`src/rtl/mm_pkg.sv`:
```
// Shared definitions for the matrix-multiply memory engines.
// Holds the request FSM state encoding and the default bus widths.
// No ports; imported by the B read engine and its interface users.
package mm_pkg;

  localparam int MEM_DATA_WIDTH_BYTES = 32;
  localparam int ADDR_WIDTH           = 16;

  typedef enum logic {
    R_IDLE = 1'b0,
    R_REQ  = 1'b1
  } req_state_e;

endpackage

```
`src/rtl/mem_b_read_engine_if.sv`:
```
// Signal bundle between the B read engine and its neighbours.
// Groups the address FIFO head, memory request, memory response and
// downstream data stream plus status. master = engine side, slave = environment.
interface mem_b_read_engine_if #(
  parameter int ADDR_WIDTH = mm_pkg::ADDR_WIDTH,
  parameter int DATA_WIDTH = mm_pkg::MEM_DATA_WIDTH_BYTES * 8
);

  logic [ADDR_WIDTH-1:0] addr_fifo_data;
  logic                  addr_fifo_empty;
  logic                  addr_fifo_pop;
  logic                  mem_req_valid;
  logic [ADDR_WIDTH-1:0] mem_req_addr;
  logic                  mem_req_ready;
  logic                  mem_rsp_valid;
  logic [DATA_WIDTH-1:0] mem_rsp_data;
  logic                  data_valid;
  logic [DATA_WIDTH-1:0] data_out;
  logic                  data_ready;
  logic                  busy;
  logic                  err_o;

  modport master (
    input  addr_fifo_data, addr_fifo_empty,
    output addr_fifo_pop,
    output mem_req_valid, mem_req_addr,
    input  mem_req_ready,
    input  mem_rsp_valid, mem_rsp_data,
    output data_valid, data_out,
    input  data_ready,
    output busy, err_o
  );

  modport slave (
    output addr_fifo_data, addr_fifo_empty,
    input  addr_fifo_pop,
    input  mem_req_valid, mem_req_addr,
    output mem_req_ready,
    output mem_rsp_valid, mem_rsp_data,
    input  data_valid, data_out,
    output data_ready,
    input  busy, err_o
  );

endinterface

```
`src/rtl/mm_sync_fifo.sv`:
```
// Synchronous show-ahead FIFO; rd_data is the head whenever !empty.
// Ports: clk/reset_n, wr_en/wr_data (ignored when full), rd_en (ignored when
// empty), rd_data, full, empty. DEPTH must be a power of two, >= 2.
module mm_sync_fifo #(
  parameter int WIDTH = 8,
  parameter int DEPTH = 4
) (
  input  logic             clk,
  input  logic             reset_n,
  input  logic             wr_en,
  input  logic [WIDTH-1:0] wr_data,
  input  logic             rd_en,
  output logic [WIDTH-1:0] rd_data,
  output logic             full,
  output logic             empty
);

  localparam int AW = $clog2(DEPTH);

  logic [WIDTH-1:0] mem [DEPTH];
  // One extra pointer bit separates the full and empty cases.
  logic [AW:0]      wr_ptr;
  logic [AW:0]      rd_ptr;
  logic             do_wr;
  logic             do_rd;

  assign empty   = (wr_ptr == rd_ptr);
  assign full    = (wr_ptr[AW] != rd_ptr[AW]) && (wr_ptr[AW-1:0] == rd_ptr[AW-1:0]);
  assign do_wr   = wr_en && !full;
  assign do_rd   = rd_en && !empty;
  assign rd_data = mem[rd_ptr[AW-1:0]];

  always_ff @(posedge clk or negedge reset_n) begin
    if (!reset_n) begin
      wr_ptr <= '0;
      rd_ptr <= '0;
    end else begin
      if (do_wr) wr_ptr <= wr_ptr + 1'b1;
      if (do_rd) rd_ptr <= rd_ptr + 1'b1;
    end
  end

  always_ff @(posedge clk) begin
    if (do_wr) mem[wr_ptr[AW-1:0]] <= wr_data;
  end

endmodule

```
`src/rtl/mem_b_read_engine.sv`:
```
// B-matrix read engine: pops word addresses, issues one memory read each,
// buffers the in-order responses and streams them to the compute array.
// Ports: clk, reset_n (async, active-low), bus (master side of the bundle).
module mem_b_read_engine #(
  parameter int MEM_DATA_WIDTH_BYTES = mm_pkg::MEM_DATA_WIDTH_BYTES,
  parameter int MAX_OUTSTANDING      = 4,
  parameter int ADDR_WIDTH           = mm_pkg::ADDR_WIDTH
) (
  input logic                 clk,
  input logic                 reset_n,
  mem_b_read_engine_if.master bus
);

  import mm_pkg::*;

  localparam int DW = MEM_DATA_WIDTH_BYTES * 8;
  localparam int CW = $clog2(MAX_OUTSTANDING + 1);
  localparam logic [CW-1:0] CRED_MAX = CW'(MAX_OUTSTANDING);

  req_state_e            state_q, state_d;
  logic [ADDR_WIDTH-1:0] addr_q, addr_d;
  logic [CW-1:0]         credit_q;
  logic [CW-1:0]         inflight_q;
  logic                  err_q;

  logic          can_pop;
  logic          pop;
  logic          req_fire;
  logic          consume;
  logic          rsp_ok;
  logic          rsp_stray;
  logic [DW-1:0] buf_head;
  logic          buf_full;
  logic          buf_empty;

  // A credit is held from the pop until the word leaves downstream, so the
  // buffer never has to absorb more than MAX_OUTSTANDING responses. The
  // request slot may refill in the same cycle it is accepted.
  assign can_pop   = !bus.addr_fifo_empty && (credit_q < CRED_MAX) &&
                     (state_q == R_IDLE || bus.mem_req_ready);
  // Gated with reset so the pop output is low while reset is held.
  assign pop       = can_pop && reset_n;
  assign req_fire  = (state_q == R_REQ) && bus.mem_req_ready;
  assign consume   = !buf_empty && bus.data_ready;
  assign rsp_ok    = bus.mem_rsp_valid && (inflight_q != '0);
  assign rsp_stray = bus.mem_rsp_valid && (inflight_q == '0);

  always_comb begin
    state_d = state_q;
    addr_d  = addr_q;
    case (state_q)
      R_IDLE: begin
        if (pop) begin
          addr_d  = bus.addr_fifo_data;
          state_d = R_REQ;
        end
      end
      R_REQ: begin
        if (bus.mem_req_ready) begin
          if (pop) addr_d = bus.addr_fifo_data;
          else     state_d = R_IDLE;
        end
      end
      default: state_d = R_IDLE;
    endcase
  end

  always_ff @(posedge clk or negedge reset_n) begin
    if (!reset_n) begin
      state_q    <= R_IDLE;
      addr_q     <= '0;
      credit_q   <= '0;
      inflight_q <= '0;
      err_q      <= 1'b0;
    end else begin
      state_q <= state_d;
      addr_q  <= addr_d;
      case ({pop, consume})
        2'b10:   credit_q <= credit_q + 1'b1;
        2'b01:   credit_q <= credit_q - 1'b1;
        default: credit_q <= credit_q;
      endcase
      case ({req_fire, rsp_ok})
        2'b10:   inflight_q <= inflight_q + 1'b1;
        2'b01:   inflight_q <= inflight_q - 1'b1;
        default: inflight_q <= inflight_q;
      endcase
      if (rsp_stray) err_q <= 1'b1;
    end
  end

  mm_sync_fifo #(
    .WIDTH (DW),
    .DEPTH (MAX_OUTSTANDING)
  ) u_rsp_buf (
    .clk     (clk),
    .reset_n (reset_n),
    .wr_en   (rsp_ok),
    .wr_data (bus.mem_rsp_data),
    .rd_en   (consume),
    .rd_data (buf_head),
    .full    (buf_full),
    .empty   (buf_empty)
  );

  assign bus.addr_fifo_pop = pop;
  assign bus.mem_req_valid = (state_q == R_REQ);
  assign bus.mem_req_addr  = addr_q;
  assign bus.data_valid    = !buf_empty;
  // Unwritten storage is never shown: the output reads zero when empty.
  assign bus.data_out      = buf_empty ? '0 : buf_head;
  assign bus.busy          = (credit_q != '0);
  assign bus.err_o         = err_q;

`ifndef SYNTHESIS
  a_no_overflow: assert property (@(posedge clk) disable iff (!reset_n)
    !(buf_full && rsp_ok));
  a_credit_cap: assert property (@(posedge clk) disable iff (!reset_n)
    credit_q <= CRED_MAX);
  a_addr_stable: assert property (@(posedge clk) disable iff (!reset_n)
    (bus.mem_req_valid && !bus.mem_req_ready) |=> $stable(bus.mem_req_addr));
`endif

endmodule
```
`src/flat_wrapper.sv`:
```
// flat-port wrapper written by rule: the top's interface ports become plain ports
module mem_b_read_engine_flat import mm_pkg::*;
#(
  parameter int MEM_DATA_WIDTH_BYTES = mm_pkg::MEM_DATA_WIDTH_BYTES,
  parameter int MAX_OUTSTANDING      = 4,
  parameter int ADDR_WIDTH           = mm_pkg::ADDR_WIDTH
)
  (clk, reset_n, bus_addr_fifo_data, bus_addr_fifo_empty, bus_addr_fifo_pop, bus_mem_req_valid, bus_mem_req_addr, bus_mem_req_ready, bus_mem_rsp_valid, bus_mem_rsp_data, bus_data_valid, bus_data_out, bus_data_ready, bus_busy, bus_err_o);
  mem_b_read_engine_if #(.ADDR_WIDTH(ADDR_WIDTH)) bus_i ();
  input logic clk;
  input logic reset_n;
  input wire logic [$bits(bus_i.addr_fifo_data)-1:0] bus_addr_fifo_data;
  input wire logic [$bits(bus_i.addr_fifo_empty)-1:0] bus_addr_fifo_empty;
  output wire logic [$bits(bus_i.addr_fifo_pop)-1:0] bus_addr_fifo_pop;
  output wire logic [$bits(bus_i.mem_req_valid)-1:0] bus_mem_req_valid;
  output wire logic [$bits(bus_i.mem_req_addr)-1:0] bus_mem_req_addr;
  input wire logic [$bits(bus_i.mem_req_ready)-1:0] bus_mem_req_ready;
  input wire logic [$bits(bus_i.mem_rsp_valid)-1:0] bus_mem_rsp_valid;
  input wire logic [$bits(bus_i.mem_rsp_data)-1:0] bus_mem_rsp_data;
  output wire logic [$bits(bus_i.data_valid)-1:0] bus_data_valid;
  output wire logic [$bits(bus_i.data_out)-1:0] bus_data_out;
  input wire logic [$bits(bus_i.data_ready)-1:0] bus_data_ready;
  output wire logic [$bits(bus_i.busy)-1:0] bus_busy;
  output wire logic [$bits(bus_i.err_o)-1:0] bus_err_o;
  assign bus_i.addr_fifo_data = bus_addr_fifo_data;
  assign bus_i.addr_fifo_empty = bus_addr_fifo_empty;
  assign bus_addr_fifo_pop = bus_i.addr_fifo_pop;
  assign bus_mem_req_valid = bus_i.mem_req_valid;
  assign bus_mem_req_addr = bus_i.mem_req_addr;
  assign bus_i.mem_req_ready = bus_mem_req_ready;
  assign bus_i.mem_rsp_valid = bus_mem_rsp_valid;
  assign bus_i.mem_rsp_data = bus_mem_rsp_data;
  assign bus_data_valid = bus_i.data_valid;
  assign bus_data_out = bus_i.data_out;
  assign bus_i.data_ready = bus_data_ready;
  assign bus_busy = bus_i.busy;
  assign bus_err_o = bus_i.err_o;
  mem_b_read_engine #(.MEM_DATA_WIDTH_BYTES(MEM_DATA_WIDTH_BYTES), .MAX_OUTSTANDING(MAX_OUTSTANDING), .ADDR_WIDTH(ADDR_WIDTH)) u_core (.clk(clk), .reset_n(reset_n), .bus(bus_i));
endmodule
```
`config.mk`:
```
export PLATFORM = sky130hd
export DESIGN_NAME = mem_b_read_engine_flat
export DESIGN_NICKNAME = d
export VERILOG_FILES = /design/src/rtl/mm_pkg.sv /design/src/rtl/mem_b_read_engine_if.sv /design/src/rtl/mm_sync_fifo.sv /design/src/rtl/mem_b_read_engine.sv /design/src/flat_wrapper.sv
export SDC_FILE = /design/constraint.sdc
export NUM_CORES = 1
export LEC_CHECK = 0
export ABC_AREA = 1
export BUFFER_PORTS_ARGS = -buffer_cell sky130_fd_sc_hd__buf_4
export CAP_MARGIN = 0
export CELL_PAD_IN_SITES_DETAIL_PLACEMENT = 1
export CELL_PAD_IN_SITES_GLOBAL_PLACEMENT = 1
export CORE_UTILIZATION = 46
export CTS_CLUSTER_SIZE = 10
export DETAILED_ROUTE_END_ITERATION = 7
export PLACE_DENSITY_LB_ADDON = 0.08
export SKIP_LAST_GASP = 1
export SLEW_MARGIN = 10
export SYNTH_ARGS = -nofsm -noshare
export SYNTH_HDL_FRONTEND = slang
export SYNTH_SLANG_ARGS = --single-unit
```
`constraint.sdc`:
```
create_clock -name clk -period 15.6 [get_ports clk]
set_input_delay 0.78 -clock clk [delete_from_list [all_inputs] [get_ports clk]]
set_output_delay 0.78 -clock clk [all_outputs]
set_load 0.01 [all_outputs]
```
# After elaboration in Yosys (flattened, before gate mapping)
# Memories as Yosys holds them, arrays and structs flattened.
# Cells that the tools add are included.
# classes
addsub	6
magnitude_cmp	1
n_eq_ne	8
n_mux	11
bitwise_logic	1
n_reduce_logical	19
# ops
op	n
two-way mux 256 bit	1
two-way mux 16 bit	2
case mux 16 bit (2 select lines)	1
adder 3 x 1 -> 3 bit (second input constant)	4
case mux 3 bit (2 select lines)	2
logical AND 1 bit	10
nonzero test 3 bit	2
subtractor 3 x 1 -> 3 bit (second input constant)	2
equality test 2 x 1 -> 1 bit (second input constant)	2
equality test 2 bit (second input constant)	2
two-way mux 1 bit	4
nonzero test 2 bit	2
equality test 3 bit	1
zero test 1 bit	3
zero test 3 bit	1
< comparator 3 bit (second input constant)	1
equality test 2 bit	1
!= test 2 bit (second input constant)	1
case mux 1 bit (2 select lines)	1
logical OR 1 bit	1
!= test 1 bit	1
inverter 1 bit	1
# totals
regBits	30
ram_bits	1024
input_bits	278
output_inout_bits	277
word_cells	54
memories	1
# mem_list
name	words	word_bits	read_ports	rd_clocked_by_memory_dff	write_ports	line_no	source
u_core.u_rsp_buf.mem	4	256	1	0	1	mm_sync_fifo.sv:20	logic [WIDTH-1:0] mem [DEPTH];

# Longest topological paths before layout
# Gate-level depths: netlist of the first run.
# logic_depth
word_depth	7
ltp_mapped	15
ltp_nobuf	13

# By module
# From an unflattened synthesis of the first run, not the netlist that was laid out.
# unflattened
cells_unflattened	3203
hier_area_um2	41240.8
# by_module_without_submodules
module	n_inst	cells_each	area_per_inst_um2	seq_area_each_um2
mm_sync_fifo	1	2536	38039.0	30899.6
mem_b_read_engine	1	667	3201.8	600.6

# Worst setup path after synthesis of the first run
# OpenSTA, ideal clock, no wires.
# synth_path
kind	input port to flip-flop
startpoint	input port bus_mem_rsp_valid
endpoint	memory u_core.u_rsp_buf.mem[0][0] (netlist name), enable pin
setup_ns	0.879
t_arrival_ns	11.886
required_time_ns	14.721
path_slack_ns	2.835
cell_stages	3
path_buffers	0
cell_sequence	a21boi_1 > nand2_1 > nor2_1
# synth_between
elab_chain_cells	4
# synth_lines
item	line_no	source
start: declaration	flat_wrapper.sv:18	input wire logic [$bits(bus_i.mem_rsp_valid)-1:0] bus_mem_rsp_valid;
logical AND 1 bit	mem_b_read_engine.sv:45	assign rsp_ok = bus.mem_rsp_valid && (inflight_q != '0);
logical AND 1 bit	mm_sync_fifo.sv:29	assign do_wr = wr_en && !full;
two-way mux 1 bit	mm_sync_fifo.sv:44	if (do_wr) mem[wr_ptr[AW-1:0]] <= wr_data;
two-way mux 1 bit (not written as such)	mm_sync_fifo.sv:44	
end: declaration	mm_sync_fifo.sv:20	
# No other way between the ends.

# Worst setup path in the final report of the first run
# layout_path
startpoint	register u_core.u_rsp_buf.rd_ptr[1]
endpoint	output port bus_data_out[143]
# layout_between
elab_chain_cells	2
elab_cells_between_ends	3
cone_classes	1 x eq/ne; 1 x mux; 1 x memory
# layout_lines
item	line_no	source
start: declaration	mm_sync_fifo.sv:23	logic [AW:0] rd_ptr;
start signal: assignment	mm_sync_fifo.sv:39	if (do_rd) rd_ptr <= rd_ptr + 1'b1;
memory read (4 x 256 bit) or equality test 3 bit (tied branches)	-	
two-way mux 256 bit (*)	mem_b_read_engine.sv:111	assign bus.data_out = buf_empty ? '0 : buf_head;
end: declaration	flat_wrapper.sv:21	output wire logic [$bits(bus_i.data_out)-1:0] bus_data_out;
# Every way passes the cells marked *; elsewhere a longest branch is shown, timed or not.

==> out/metrics.sh, run 1 <==
OUTCOME='completed'
CLK_PATH_BUF_DEPTH=3
POWER.LEAKAGE_nW=19.1
FLOORPLAN.CORE_AREA_UM2=90300
IR_WORST_VDD_uV=189
FIN_SETUP_TNS_PS=0
POWER.DENSITY_CELL_AREA_nW_PER_UM2=217
SYN_AREA_UM2=42000
DIE_X_UM=304
PLACEDCELLCOUNT=5000
POST-CTS-SETUP-BUFFERS=0
GP_CONGESTION=0.741
SYNTH_TOP_AREA_CELL='edfxtp_1'
ROUTE.FINAL.WIRE_LENGTH_UM=107000
GRT.OVERFLOW.TOTAL=0
PLACE_AREA_UM2=46800
WHS_ENDPOINT='u_core.u_rsp_buf.mem[3][31]$_DFFE_PP_'
MAXCAPVIOLATIONS=0
TIMING.SLEW.HEADROOM=0.185
YS_SEQ_ELEMENTS=1054
YOSYSWARNINGCOUNT=0
R2R-START='u_core.u_rsp_buf.rd_ptr[1]$_DFFE_PN0P_'
NUMBER_OF_DISTINCT_LIBRARY_CELLS_AFTER_SYNTHESIS=25
CLOCK_SKEW_PS=16.6
RSZ0062_AT_GRT='false'
CRIT_PATH_CELL_TRACE='buf_12, inv_1, nand2_1, nand2_1, nand3_4, buf_4, buf_4, nand2_1, inv_2, buf_4'
FIN_UTIL=0.553
WHS_PATH_DEPTH=1
SYN_NETS=3729
YS_SEQ_AREA_FRAC=0.750
NUMCLOCKSINKS=1054
HOLD_PATH_STARTPOINT='bus_mem_rsp_data[31]'
FINALNETCOUNT=4230
CLOCK_TREE_FROM_TRITONCTS='yes'
IO_BUFFER_COUNT=554
SYNTH_FLOP_CELL='edfxtp_1'
CRIT-REG2REG-CAPTURE='u_core.u_rsp_buf.mem[1][139]$_DFFE_PP_'
SETUP_VIOLATIONS=0
SYNTH.AREA.TOP_CELLS='edfxtp_1 (73%), nor2_1 (6.9%), o21ai_1 (5.5%)'
DETAIL_ROUTE_ANTENNA_NETS=0
POSTSYNTH.ASYNCRESETSHARE=0.0285
CP_TOP_FAMILY='buffers and inverters'
MIN_PERIOD_OVER_PERIOD=0.388
CLKTRANSATPATHREGS_PS=60
FINAL.SETUP.WORST_SLACK_PS=9540
SYNTH_LARGEST_TYPE_AREA_FRACTION=0.732
DESIGN_AREA_UM2=50000
HTREE_NUM_LEVELS=3
CLK_LATENCY_PS=690
FILL_CELLS=9209
GRT_PASS1_VIAS=28000
SYNTHESIS.INSTANCES=3442
GRT_FIRST_PASS_WIRELENGTH_UM=163000
CP.REQUIRED_PS=14820
VIA_COUNT=27000
REG2REG_SETUP_SLACK_PS=10130
INITIAL_CORE_UTIL=0.465
SYNTH-EDFF-COUNT=1024
INSTANCES_NO_FILL=5173
GRT_ANTENNA_BEFORE_REPAIR=31
DRIVE_GT1_FRAC=0.227
SYNTH_MOST_COMMON_CELL='edfxtp_1'
TIGHTESTPINTRANSITION_PS=1220
CRITPATHCAPTURETYPE='primary output'
DRT_PRE_ANTENNA_ITERS=5
WORSTPATHMAXFANOUT=214
CTS_INSERTED_BUFFERS=116
HOLDCRITPATHCLASS='in -> reg'
OVERALL_ROUTING_RESOURCE_USAGE=0.229
DETAIL_ROUTE.ITER0.VIOLATIONS=1546
FINAL.MIN_CLOCK_PERIOD_PS=6060
DETAILEDPLACEMENTHPWL_UM=62000
GRT_START_MAX_NET_PINS=221
FINALHOLDVIOLCOUNT=0
TIMING_MAX_TRANSITION_VIOLATIONS_FINAL=0
DETAIL_ROUTE.DRC_VIOLATIONS=0
CLOCK.FMAX_MHz=165
WORST_PATH_MAX_DELAY_CELL='dfrtp_4'
RR_WORST_DEPTH=10
DIE_Y_UM=304
SYNTH.CELLS.MOST_FREQUENT='edfxtp_1 (1,024), nor2_1 (773), o21ai_1 (461), nand2_1 (334), o21ai_0 (311)'
WORST_EP_ARRIVAL_TIME_PS=5280
PLACEMENTROWS=110
VIA_PER_INST=5.22
PLACE_WS_PS=9960
CRITICAL_PATH.MAX_STAGE_DELAY_PS=1060
TIMING.SETUP.CRITICAL_PATH_CLASS='reg -> out'
IOS=555
LAYOUT-AREA-OVERHEAD-VS-SYNTH_PCT=19.0
DIE_OUTLINE_AREA_UM2=92500
AVGSYNTHCELLAREA_UM2=12.2
NUMBER_OF_BUFFERS_AND_INVERTERS_ON_THE_CRITICAL_PATH=6
WL_PER_CELL_UM=20.7
CP-START-KIND='flop'
CTS_ROOT_BUFFER='clkbuf_16'
## cells by family (layout without fill, tap and decap cells)
family | after synthesis | after routing | synth area share
simple gates | 1119 | 1119 | 0.101
flops | 1054 | 1054 | 0.750
compound gates | 776 | 776 | 0.0926
buf+inv | 478 | 1016 | 0.0524
fa+ha+maj | 9 | 9 | 0.00304
xor+xnor | 6 | 6 | 0.00125
other cells | 0 | 17 | 0
## power by group
| part | switching (mW) | internal [mW] |
|---|---|---|
| clock network | 1.02 | 1.34 |
| registers | 0.189 | 3.77 |
| logic | 2.92 | 1.60 |
| total | 4.13 | 6.71 |
## final cells by class
| class | count | area, um^2 | share of cell area |
|---|---|---|---|
| clock buffer | 145 | 3030 | 0.0607 |
| sequential | 1054 | 31500 | 0.631 |
| tap | 1176 | 1470 | 0.0294 |
| antenna | 17 | 42.5 | 0.000851 |
| timing repair buffer | 583 | 4450 | 0.0891 |
| multi-input combinational | 1910 | 8330 | 0.167 |
| inverter | 278 | 1050 | 0.0210 |
| clock inverter | 10 | 77.6 | 0.00155 |
## what timing repair did
action                                 CTS  global route
endpoints found under the hold margin    6             0
hold buffers                             1             0
resized for setup                        0             0
## worst max path at each step
stage                                           start  slack [ps]  depth (start not counted)                                      to
2_1_floorplan                       bus_mem_rsp_valid        2840                          3    u_core.u_rsp_buf.mem[0][0]$_DFFE_PP_
3_3_place_gp   u_core.u_rsp_buf.rd_ptr[1]$_DFFE_PN0P_        9960                         10  u_core.u_rsp_buf.mem[1][121]$_DFFE_PP_
3_5_place_dp   u_core.u_rsp_buf.rd_ptr[1]$_DFFE_PN0P_        9960                         10  u_core.u_rsp_buf.mem[1][120]$_DFFE_PP_
4_1_cts        u_core.u_rsp_buf.rd_ptr[1]$_DFFE_PN0P_        9320                         10                       bus_data_out[141]
5_1_grt        u_core.u_rsp_buf.rd_ptr[1]$_DFFE_PN0P_        9020                         10                       bus_data_out[159]
6_report       u_core.u_rsp_buf.rd_ptr[1]$_DFFE_PN0P_        9540                         10                       bus_data_out[143]
## sequential cells by signal (all words and copies together), names as in the netlist
name,flops
u_core.u_rsp_buf.mem,1024
u_core.bus.mem_req_addr,16
u_core.credit_q,3
u_core.inflight_q,3
u_core.u_rsp_buf.rd_ptr,3
u_core.u_rsp_buf.wr_ptr,3
u_core.bus.err_o,1
u_core.bus.mem_req_valid,1
## placed cells by master, fill, tap and decap left out, types with 6 or more instances in the layout
cell,count
buf_4,576
diode_2,17
dfrtp_1,28
inv_1,88
clkbuf_1,28
buf_12,6
o21ai_1,461
nand2_1,334
nand3_1,8
ha_1,7
clkinv_1,6
clkbuf_16,117
nor2_1,769
edfxtp_1,1024
o21ai_0,311
inv_2,188
## layer usage
metal	GRT usage	vias to the layer above	part of all wire
li1	-	12800	-
met1	0.273	13400	0.40
met2	0.394	579	0.50
met3	0.0618	217	0.062
met4	0.0882	28	0.036
met5	0	-	0.0016
## per-stage QoR
stage / hold WS, ps / power, mW
2_1_floorplan: 446 / 6.87
3_3_place_gp: 456 / 8.49
3_5_place_dp: 467 / 8.60
4_1_cts: 232 / 11.0
5_1_grt: 248 / 11.5
6_report: 287 / 10.8
Power figures use the tool's default switching activity.
==> run 2: changes to the inputs <==
--- a/config.mk
+++ b/config.mk
@@ -10,7 +10,7 @@
 export CAP_MARGIN = 0
 export CELL_PAD_IN_SITES_DETAIL_PLACEMENT = 1
 export CELL_PAD_IN_SITES_GLOBAL_PLACEMENT = 1
-export CORE_UTILIZATION = 46
+export CORE_UTILIZATION = 42
 export CTS_CLUSTER_SIZE = 10
 export DETAILED_ROUTE_END_ITERATION = 7
 export PLACE_DENSITY_LB_ADDON = 0.08
==> constraint.sdc (replaced) <==
create_clock -name clk -period 5.3 [get_ports clk]
set_input_delay 0.265 -clock clk [delete_from_list [all_inputs] [get_ports clk]]
set_output_delay 0.265 -clock clk [all_outputs]
set_load 0.01 [all_outputs]
==> out/metrics.sh, run 2 (synthesis results as in run 1) <==
CRIT-REG2REG-CAPTURE='u_core.u_rsp_buf.mem[2][133]$_DFFE_PP_'  # was u_core.u_rsp_buf.mem[1][139]$_DFFE_PP_
FINALHOLDVIOLCOUNT=0  # unchanged
FIN_SETUP_TNS_PS=0  # unchanged
RSZ0062_AT_GRT='false'  # unchanged
TIGHTESTPINTRANSITION_PS=1070  # was 1220 ps
TIMING_MAX_TRANSITION_VIOLATIONS_FINAL=0  # unchanged
GRT.OVERFLOW.TOTAL=0  # unchanged
WORSTPATHMAXFANOUT=150  # was 214
POST-CTS-SETUP-BUFFERS=0  # unchanged
GP_CONGESTION=0.736  # was 0.741
CTS_ROOT_BUFFER='clkbuf_16'  # unchanged
POWER.DENSITY_CELL_AREA_nW_PER_UM2=609  # was 217 nW/um^2
TIMING.SETUP.CRITICAL_PATH_CLASS='reg -> out'  # unchanged
LAYOUT-AREA-OVERHEAD-VS-SYNTH_PCT=26.4  # was 19.0%
CLOCK.FMAX_MHz=240
RR_WORST_DEPTH=7  # was 10
GRT_ANTENNA_BEFORE_REPAIR=17  # was 31
COMMONEST_CELLS_AFTER_ROUTING_FILL_AND_TAPS_ASIDE='edfxtp_1 (1,024), nor2_1 (769), buf_4 (570), o21ai_1 (461), nand2_1 (332)'  # was edfxtp_1 (1,024), nor2_1 (769), buf_4 (576), o21ai_1 (461), nand2_1 (334)
DETAILEDPLACEMENTHPWL_UM=63300  # was 62,000 um
FLOORPLAN.CORE_AREA_UM2=98700  # was 90,300 um^2
CP-START-KIND='flop'  # unchanged
CTS_INSERTED_BUFFERS=118  # was 116
VIA_COUNT=28000  # was 27.0k
IO_BUFFER_COUNT=554  # unchanged
GRT_START_MAX_NET_PINS=205  # was 221
WORST_EP_ARRIVAL_TIME_PS=3910  # was 5280 ps
CLKTRANSATPATHREGS_PS=60  # about the same
DIE_X_UM=318  # was 304 um
VIA_PER_INST=5.05  # was 5.22
LARGEST_REGISTER_FFS=1024  # unchanged
CLOCK_SKEW_PS=23.8  # was 16.6 ps
DRIVE_GT1_FRAC=0.214  # was 0.227
WL_PER_CELL_UM=19.9  # was 20.7 um
GRT_PASS1_VIAS=29200  # was 28.0k
FINAL.MIN_CLOCK_PERIOD_PS=4170
PLACEDCELLCOUNT=5112  # was 5,000
DESIGN_AREA_UM2=53100  # was 50,000 um^2
DIE_OUTLINE_AREA_UM2=101000  # was 92,500 um^2
DETAIL_ROUTE_ANTENNA_NETS=0  # unchanged
IOS=555  # unchanged
TIMING.SLEW.HEADROOM=0.288  # was 0.185
CLK_LATENCY_PS=690  # about the same
CP.REQUIRED_PS=5040  # was 14,820 ps
INSTANCES_NO_FILL=5556  # was 5,173
OUTCOME='completed'  # unchanged
MOST_COMMON_CELL_AFTER_LAYOUT_FILL_AND_TAPS_ASIDE='edfxtp_1'  # unchanged
PLACE_AREA_UM2=47100  # was 46,800 um^2
REG2REG_SETUP_SLACK_PS=1820  # was 10,130 ps
DETAIL_ROUTE.DRC_VIOLATIONS=0  # unchanged
POWER_mW=32.3  # was 10.8 mW
CLOCK_TREE_FROM_TRITONCTS='yes'  # unchanged
DRT_PRE_ANTENNA_ITERS=4  # was 5
CRIT_START='u_core.u_rsp_buf.rd_ptr[0]$_DFFE_PN0P_'  # was u_core.u_rsp_buf.rd_ptr[1]$_DFFE_PN0P_
NUMCLOCKSINKS=1054  # unchanged
IR_WORST_VDD_uV=510  # was 189 uV
FINALNETCOUNT=4508  # was 4,230
SETUP_VIOLATIONS=0  # unchanged
GRT_FIRST_PASS_WIRELENGTH_UM=169000  # was 163,000 um
PLACEMENTROWS=115  # was 110
OVERALL_ROUTING_RESOURCE_USAGE=0.215  # was 0.229
HTREE_NUM_LEVELS=3  # unchanged
MIN_PERIOD_OVER_PERIOD=0.788
CRITPATHCAPTURETYPE='primary output'  # unchanged
CLK_PATH_BUF_DEPTH=3  # unchanged
HOLDCRITPATHCLASS='in -> async'  # was in -> reg
MAXCAPVIOLATIONS=0  # unchanged
DIE_Y_UM=318  # was 304 um
ROUTE.FINAL.WIRE_LENGTH_UM=111000  # was 107,000 um
DETAIL_ROUTE.ITER0.VIOLATIONS=1724  # was 1,546
INITIAL_CORE_UTIL=0.426  # was 0.465
R2R-START='u_core.u_rsp_buf.rd_ptr[0]$_DFFE_PN0P_'  # was u_core.u_rsp_buf.rd_ptr[1]$_DFFE_PN0P_
POWER.LEAKAGE_nW=20.4  # was 19.1 nW
-- run 2: cell count changes in the layout (fill, tap and decap cells not counted), sizes merged --
| cell | previous run | this run |
|---|---|---|
| dlygate4sd3 | 1 | 276 |
| diode | 17 | 10 |
| clkbuf | 145 | 149 |
| clkinv | 8 | 6 |
| buf | 582 | 583 |
| bufinv | 0 | 1 |
| clkinvlp | 0 | 1 |
| inv | 280 | 279 |
-- run 2: what timing repair did --
action	CTS	global route
endpoints found under the hold margin	1075	0
hold buffers	276	0
resized for setup	0	0
-- run 2: final cells by class --
class | instances | area [um^2]
fill | 10100 | 45600
sequential | 1054 | 31500
multi-input combinational | 1910 | 8360
timing repair buffer | 859 | 7300
clock buffer | 149 | 3150
tap | 1287 | 1610
inverter | 278 | 1050
clock inverter | 9 | 86.3
antenna | 10 | 25.0
-- run 2: critical path, stage by stage (launching register included) --
cell and delay [ps]:
dfrtp_4 900, inv_8 390, nand2_1 210, nand2_2 110
nand3_4 360, buf_12 540, nand2_1 260, inv_1 120
buf_4 120
-- run 2: how the worst max path moves through the flow --
stage | endpoint | slack [ps]
2_1_floorplan | u_core.u_rsp_buf.mem[0][0]$_DFFE_PP_ | 10
3_3_place_gp | bus_data_out[24] | 1740
3_5_place_dp | bus_data_out[24] | 1760
4_1_cts | bus_data_out[24] | 1000
5_1_grt | bus_data_out[24] | 800
6_report | bus_data_out[24] | 1130
-- run 2: where the power goes --
group          internal [mW]  switching [mW]  total (mW)
Sequential              11.1           0.565        11.7
Clock                   4.13            3.00        7.13
Combinational           4.87            8.67        13.5
-- run 2: metrics by stage --
stage | util | hold slack, ps | setup WS [ps]
floorplan | - | -30.6 | 10.8
global placement | 0.477 | 240 | 1740
detailed placement | 0.477 | 234 | 1760
CTS | 0.538 | 25.1 | 1000
global route | 0.538 | 65.6 | 801
finish | 0.538 | 65.6 | 1130
-- run 2: per-layer routing --
layer,vias to the layer above,GRT usage,share of wire
met2,575,0.378,0.51
met3,161,0.0356,0.038
met1,14000,0.273,0.43
met5,-,0,0.00089
met4,14,0.0642,0.025
li1,13300,-,-
==> run 3: changes to the inputs <==
--- a/config.mk
+++ b/config.mk
@@ -5,12 +5,12 @@
 export SDC_FILE = /design/constraint.sdc
 export NUM_CORES = 1
 export LEC_CHECK = 0
-export ABC_AREA = 1
+export ABC_AREA = 0
 export BUFFER_PORTS_ARGS = -buffer_cell sky130_fd_sc_hd__buf_4
 export CAP_MARGIN = 0
 export CELL_PAD_IN_SITES_DETAIL_PLACEMENT = 1
 export CELL_PAD_IN_SITES_GLOBAL_PLACEMENT = 1
-export CORE_UTILIZATION = 42
+export CORE_UTILIZATION = 50
 export CTS_CLUSTER_SIZE = 10
 export DETAILED_ROUTE_END_ITERATION = 7
 export PLACE_DENSITY_LB_ADDON = 0.08
==> constraint.sdc (replaced) <==
create_clock -name clk -period 4.3 [get_ports clk]
set_input_delay 0.215 -clock clk [delete_from_list [all_inputs] [get_ports clk]]
set_output_delay 0.215 -clock clk [all_outputs]
set_load 0.01 [all_outputs]
==> out/metrics.sh, run 3 <==
ROUTE.FINAL.WIRE_LENGTH_UM=96100  # was 111,000 um
DETAIL_ROUTE.ITER0.VIOLATIONS=1071  # was 1,724
PLACEMENTROWS=103  # was 115
SYNTH_MOST_COMMON_CELL='edfxtp_1'  # unchanged
SYNTH_LARGEST_TYPE_AREA_FRACTION=0.767  # was 0.732
CLOCK_SKEW_PS=36.7  # was 23.8 ps
MIN_PERIOD_OVER_PERIOD=0.870
HOLDCRITPATHCLASS='in -> async'  # unchanged
GRT_ANTENNA_BEFORE_REPAIR=14  # was 17
SYN_AREA_UM2=40100  # was 42,000 um^2
RSZ0062_AT_GRT='false'  # unchanged
SYNTH-EDFF-COUNT=1024  # unchanged
IR_WORST_VDD_uV=788  # was 510 uV
CTS_INSERTED_BUFFERS=116  # was 118
DIE_Y_UM=285  # was 318 um
LARGEST_REGISTER_FFS=1024  # unchanged
YS_SEQ_ELEMENTS=1054  # unchanged
YS_SEQ_AREA_FRAC=0.786  # was 0.750
YOSYSWARNINGCOUNT=0  # unchanged
DRT_PRE_ANTENNA_ITERS=5  # was 4
DETAIL_ROUTE_ANTENNA_NETS=0  # unchanged
DETAIL_ROUTE.DRC_VIOLATIONS=0  # unchanged
VIA_COUNT=20400  # was 28.0k
TIMING.SLEW.HEADROOM=0.284  # was 0.288
DRIVE_GT1_FRAC=0.377  # was 0.214
SYNTHESIS.INSTANCES=1733  # was 3,442
FINALNETCOUNT=2914  # was 4,508
WL_PER_CELL_UM=25.9  # was 19.9 um
CRIT_START='u_core.u_rsp_buf.rd_ptr[0]$_DFFE_PN0P_'  # unchanged
SETUP_VIOLATIONS=0  # unchanged
SYNTH_FLOP_CELL='edfxtp_1'  # unchanged
CTS_ROOT_BUFFER='clkbuf_16'  # unchanged
OUTCOME='completed'  # unchanged
REG2REG_SETUP_SLACK_PS=1190  # was 1820 ps
CP-START-KIND='flop'  # unchanged
FINAL.MIN_CLOCK_PERIOD_PS=3740
FINAL.SETUP.WORST_SLACK_PS=560  # was 1130 ps
CLK_PATH_BUF_DEPTH=3  # unchanged
GP_CONGESTION=0.773  # was 0.736
CRITPATHCAPTURETYPE='primary output'  # unchanged
POSTSYNTH.ASYNCRESETSHARE=0.0285  # unchanged
SYNTH_TOP_AREA_CELL='edfxtp_1'  # unchanged
CRITICAL_PATH.MAX_STAGE_DELAY_PS=820  # was 900 ps
NUMCLOCKSINKS=1054  # unchanged
FIN_UTIL=0.652  # was 0.538
GRT_START_MAX_NET_PINS=154  # was 205
CLK_LATENCY_PS=680  # was 690 ps
POST-CTS-SETUP-BUFFERS=0  # unchanged
COMMONEST_CELLS_AFTER_ROUTING_FILL_AND_TAPS_ASIDE='edfxtp_1 (1,024), buf_4 (564), dlygate4sd3_1 (276), mux4_2 (256), and2_1 (256)'  # was edfxtp_1 (1,024), nor2_1 (769), buf_4 (570), o21ai_1 (461), nand2_1 (332)
FINALHOLDVIOLCOUNT=0  # unchanged
TIGHTESTPINTRANSITION_PS=1070  # about the same
R2R-START='u_core.u_rsp_buf.rd_ptr[0]$_DFFE_PN0P_'  # unchanged
CP.REQUIRED_PS=4090  # was 5040 ps
LAYOUT-AREA-OVERHEAD-VS-SYNTH_PCT=28.7  # was 26.4%
PLACE_WS_PS=1110  # was 1760 ps
WORSTPATHMAXFANOUT=73  # was 150
CLOCK.FMAX_MHz=267
IOS=555  # unchanged
CLOCK_TREE_FROM_TRITONCTS='yes'  # unchanged
TIMING.SETUP.CRITICAL_PATH_CLASS='reg -> out'  # unchanged
MOST_COMMON_CELL_AFTER_LAYOUT_FILL_AND_TAPS_ASIDE='edfxtp_1'  # unchanged
GRT_PASS1_VIAS=22800  # was 29.2k
WORST_EP_ARRIVAL_TIME_PS=3530  # was 3910 ps
GRT.OVERFLOW.TOTAL=0  # unchanged
SYN_NETS=2020  # was 3,729
OVERALL_ROUTING_RESOURCE_USAGE=0.238  # was 0.215
IO_BUFFER_COUNT=554  # unchanged
DIE_X_UM=285  # was 318 um
MAXCAPVIOLATIONS=0  # unchanged
INITIAL_CORE_UTIL=0.507  # was 0.426
POWER.DENSITY_CELL_AREA_nW_PER_UM2=754  # was 609 nW/um^2
DETAILEDPLACEMENTHPWL_UM=57500  # was 63,300 um
NUMBER_OF_DISTINCT_LIBRARY_CELLS_AFTER_SYNTHESIS=30  # was 25
VIA_PER_INST=5.48  # was 5.05
SYNTH.CELLS.MOST_FREQUENT='edfxtp_1 (1,024), and2_1 (259), mux4_2 (256), buf_2 (34), dfrtp_1 (30)'  # was edfxtp_1 (1,024), nor2_1 (773), o21ai_1 (461), nand2_1 (334), o21ai_0 (311)
SYNTH.AREA.TOP_CELLS='edfxtp_1 (77%), mux4_2 (14%), and2_1 (4.0%)'  # was edfxtp_1 (73%), nor2_1 (6.9%), o21ai_1 (5.5%)
TIMING_MAX_TRANSITION_VIOLATIONS_FINAL=0  # unchanged
AVGSYNTHCELLAREA_UM2=23.1  # was 12.2 um^2
CRITICAL-PATH-TOP-CELL-BY-COUNT='buf_4'  # was nand2_1
CRIT_PATH_CELL_TRACE='xor2_1, or3_4, buf_4, and2_1, buf_4'  # was inv_8, nand2_1, nand2_2, nand3_4, buf_12, nand2_1, inv_1, buf_4
CLKTRANSATPATHREGS_PS=60  # about the same
WORST_PATH_MAX_DELAY_CELL='dfrtp_4'  # unchanged
HTREE_NUM_LEVELS=3  # unchanged
FLOORPLAN.CORE_AREA_UM2=79100  # was 98,700 um^2
DIE_OUTLINE_AREA_UM2=81300  # was 101,000 um^2
POWER.LEAKAGE_nW=17.9  # was 20.4 nW
GRT_FIRST_PASS_WIRELENGTH_UM=144000  # was 169,000 um
## run 3: cell count changes after synthesis, sizes merged, moves of 46 or more
cell / previous run / this run
mux4: 0 / 256
buf: 108 / 62
inv: 277 / 11
and2: 0 / 259
nand2: 336 / 4
clkbuf: 92 / 26
nor2: 773 / 4
o21ai: 772 / 1
## run 3: area by class of cell
cell class | count | area, um^2
Sequential cell | 1054 | 31500
Fill cell | 6487 | 27500
Multi-Input combinational cell | 580 | 8060
Timing Repair Buffer | 864 | 7480
Clock buffer | 141 | 3060
Tap cell | 1050 | 1310
Clock inverter | 6 | 108
Inverter | 11 | 41.3
Antenna cell | 10 | 25.0
## run 3: cells by family (layout without fill, tap and decap cells)
logic type | after synthesis | in the layout | synth area share
adders and majority gates | 9 | 9 | 0.00318
and+or+nand+nor | 273 | 273 | 0.0420
DFF | 1054 | 1054 | 0.786
xor gates and xnor gates | 14 | 14 | 0.00306
other | 0 | 10 | 0
AOI/OAI and AO/OA | 9 | 9 | 0.00184
muxes | 275 | 275 | 0.149
buffers and inverters | 99 | 1022 | 0.0152
## run 3: timing repair
item | CTS | global route
resized for setup | 0 | 0
hold buffers | 276 | 0
endpoints found under the hold margin | 1076 | 0
setup endpoints to repair | 0 | 0
## run 3: worst paths after layout
path | cells past startpoint | end
max | 5 | bus_data_out[32]
min | 2 | u_core.bus.mem_req_addr[12]$_DFFE_PN0P_
max reg2reg | 4 | u_core.u_rsp_buf.mem[0][7]$_DFFE_PP_
min reg2reg | 1 | u_core.bus.err_o$_DFFE_PN0P_
max in group asynchronous | 2 | u_core.u_rsp_buf.rd_ptr[1]$_DFFE_PN0P_
min in group clk | 2 | u_core.u_rsp_buf.mem[1][241]$_DFFE_PP_
## run 3: critical path, delay by kind of cell, from the launching register on
family        cells  cell delay, ps
xor+xnor          1             270
buf+inv           2             710
flops             1             820
simple gates      2            1010
## run 3: report_power, final
part           internal (mW)  leakage [nW]  switching, mW
registers               13.9          9.71          0.735
logic                   7.63          6.68           8.04
clock network           4.92          1.53           3.70
## run 3: stage by stage
stage	total power, mW	cells	setup TNS [ps]	hold WS (ps)	instance area (um^2)
finish	38.9	3716	0	48.5	51600
detailed placement	30.4	3283	0	189	45600
global placement	30.1	3283	0	180	45600
global route	40.6	3711	0	59.5	51600
floorplan	23.4	1733	-323740	-80.6	40200
CTS	39.3	3706	0	33.2	51600
## run 3: layer usage
layer	GRT usage	vias up	routed length, um
met1	0.297	10700	37100
li1	-	8830	-
met2	0.407	610	49700
met5	0	-	70
met3	0.0541	187	5740
met4	0.0892	12	3440
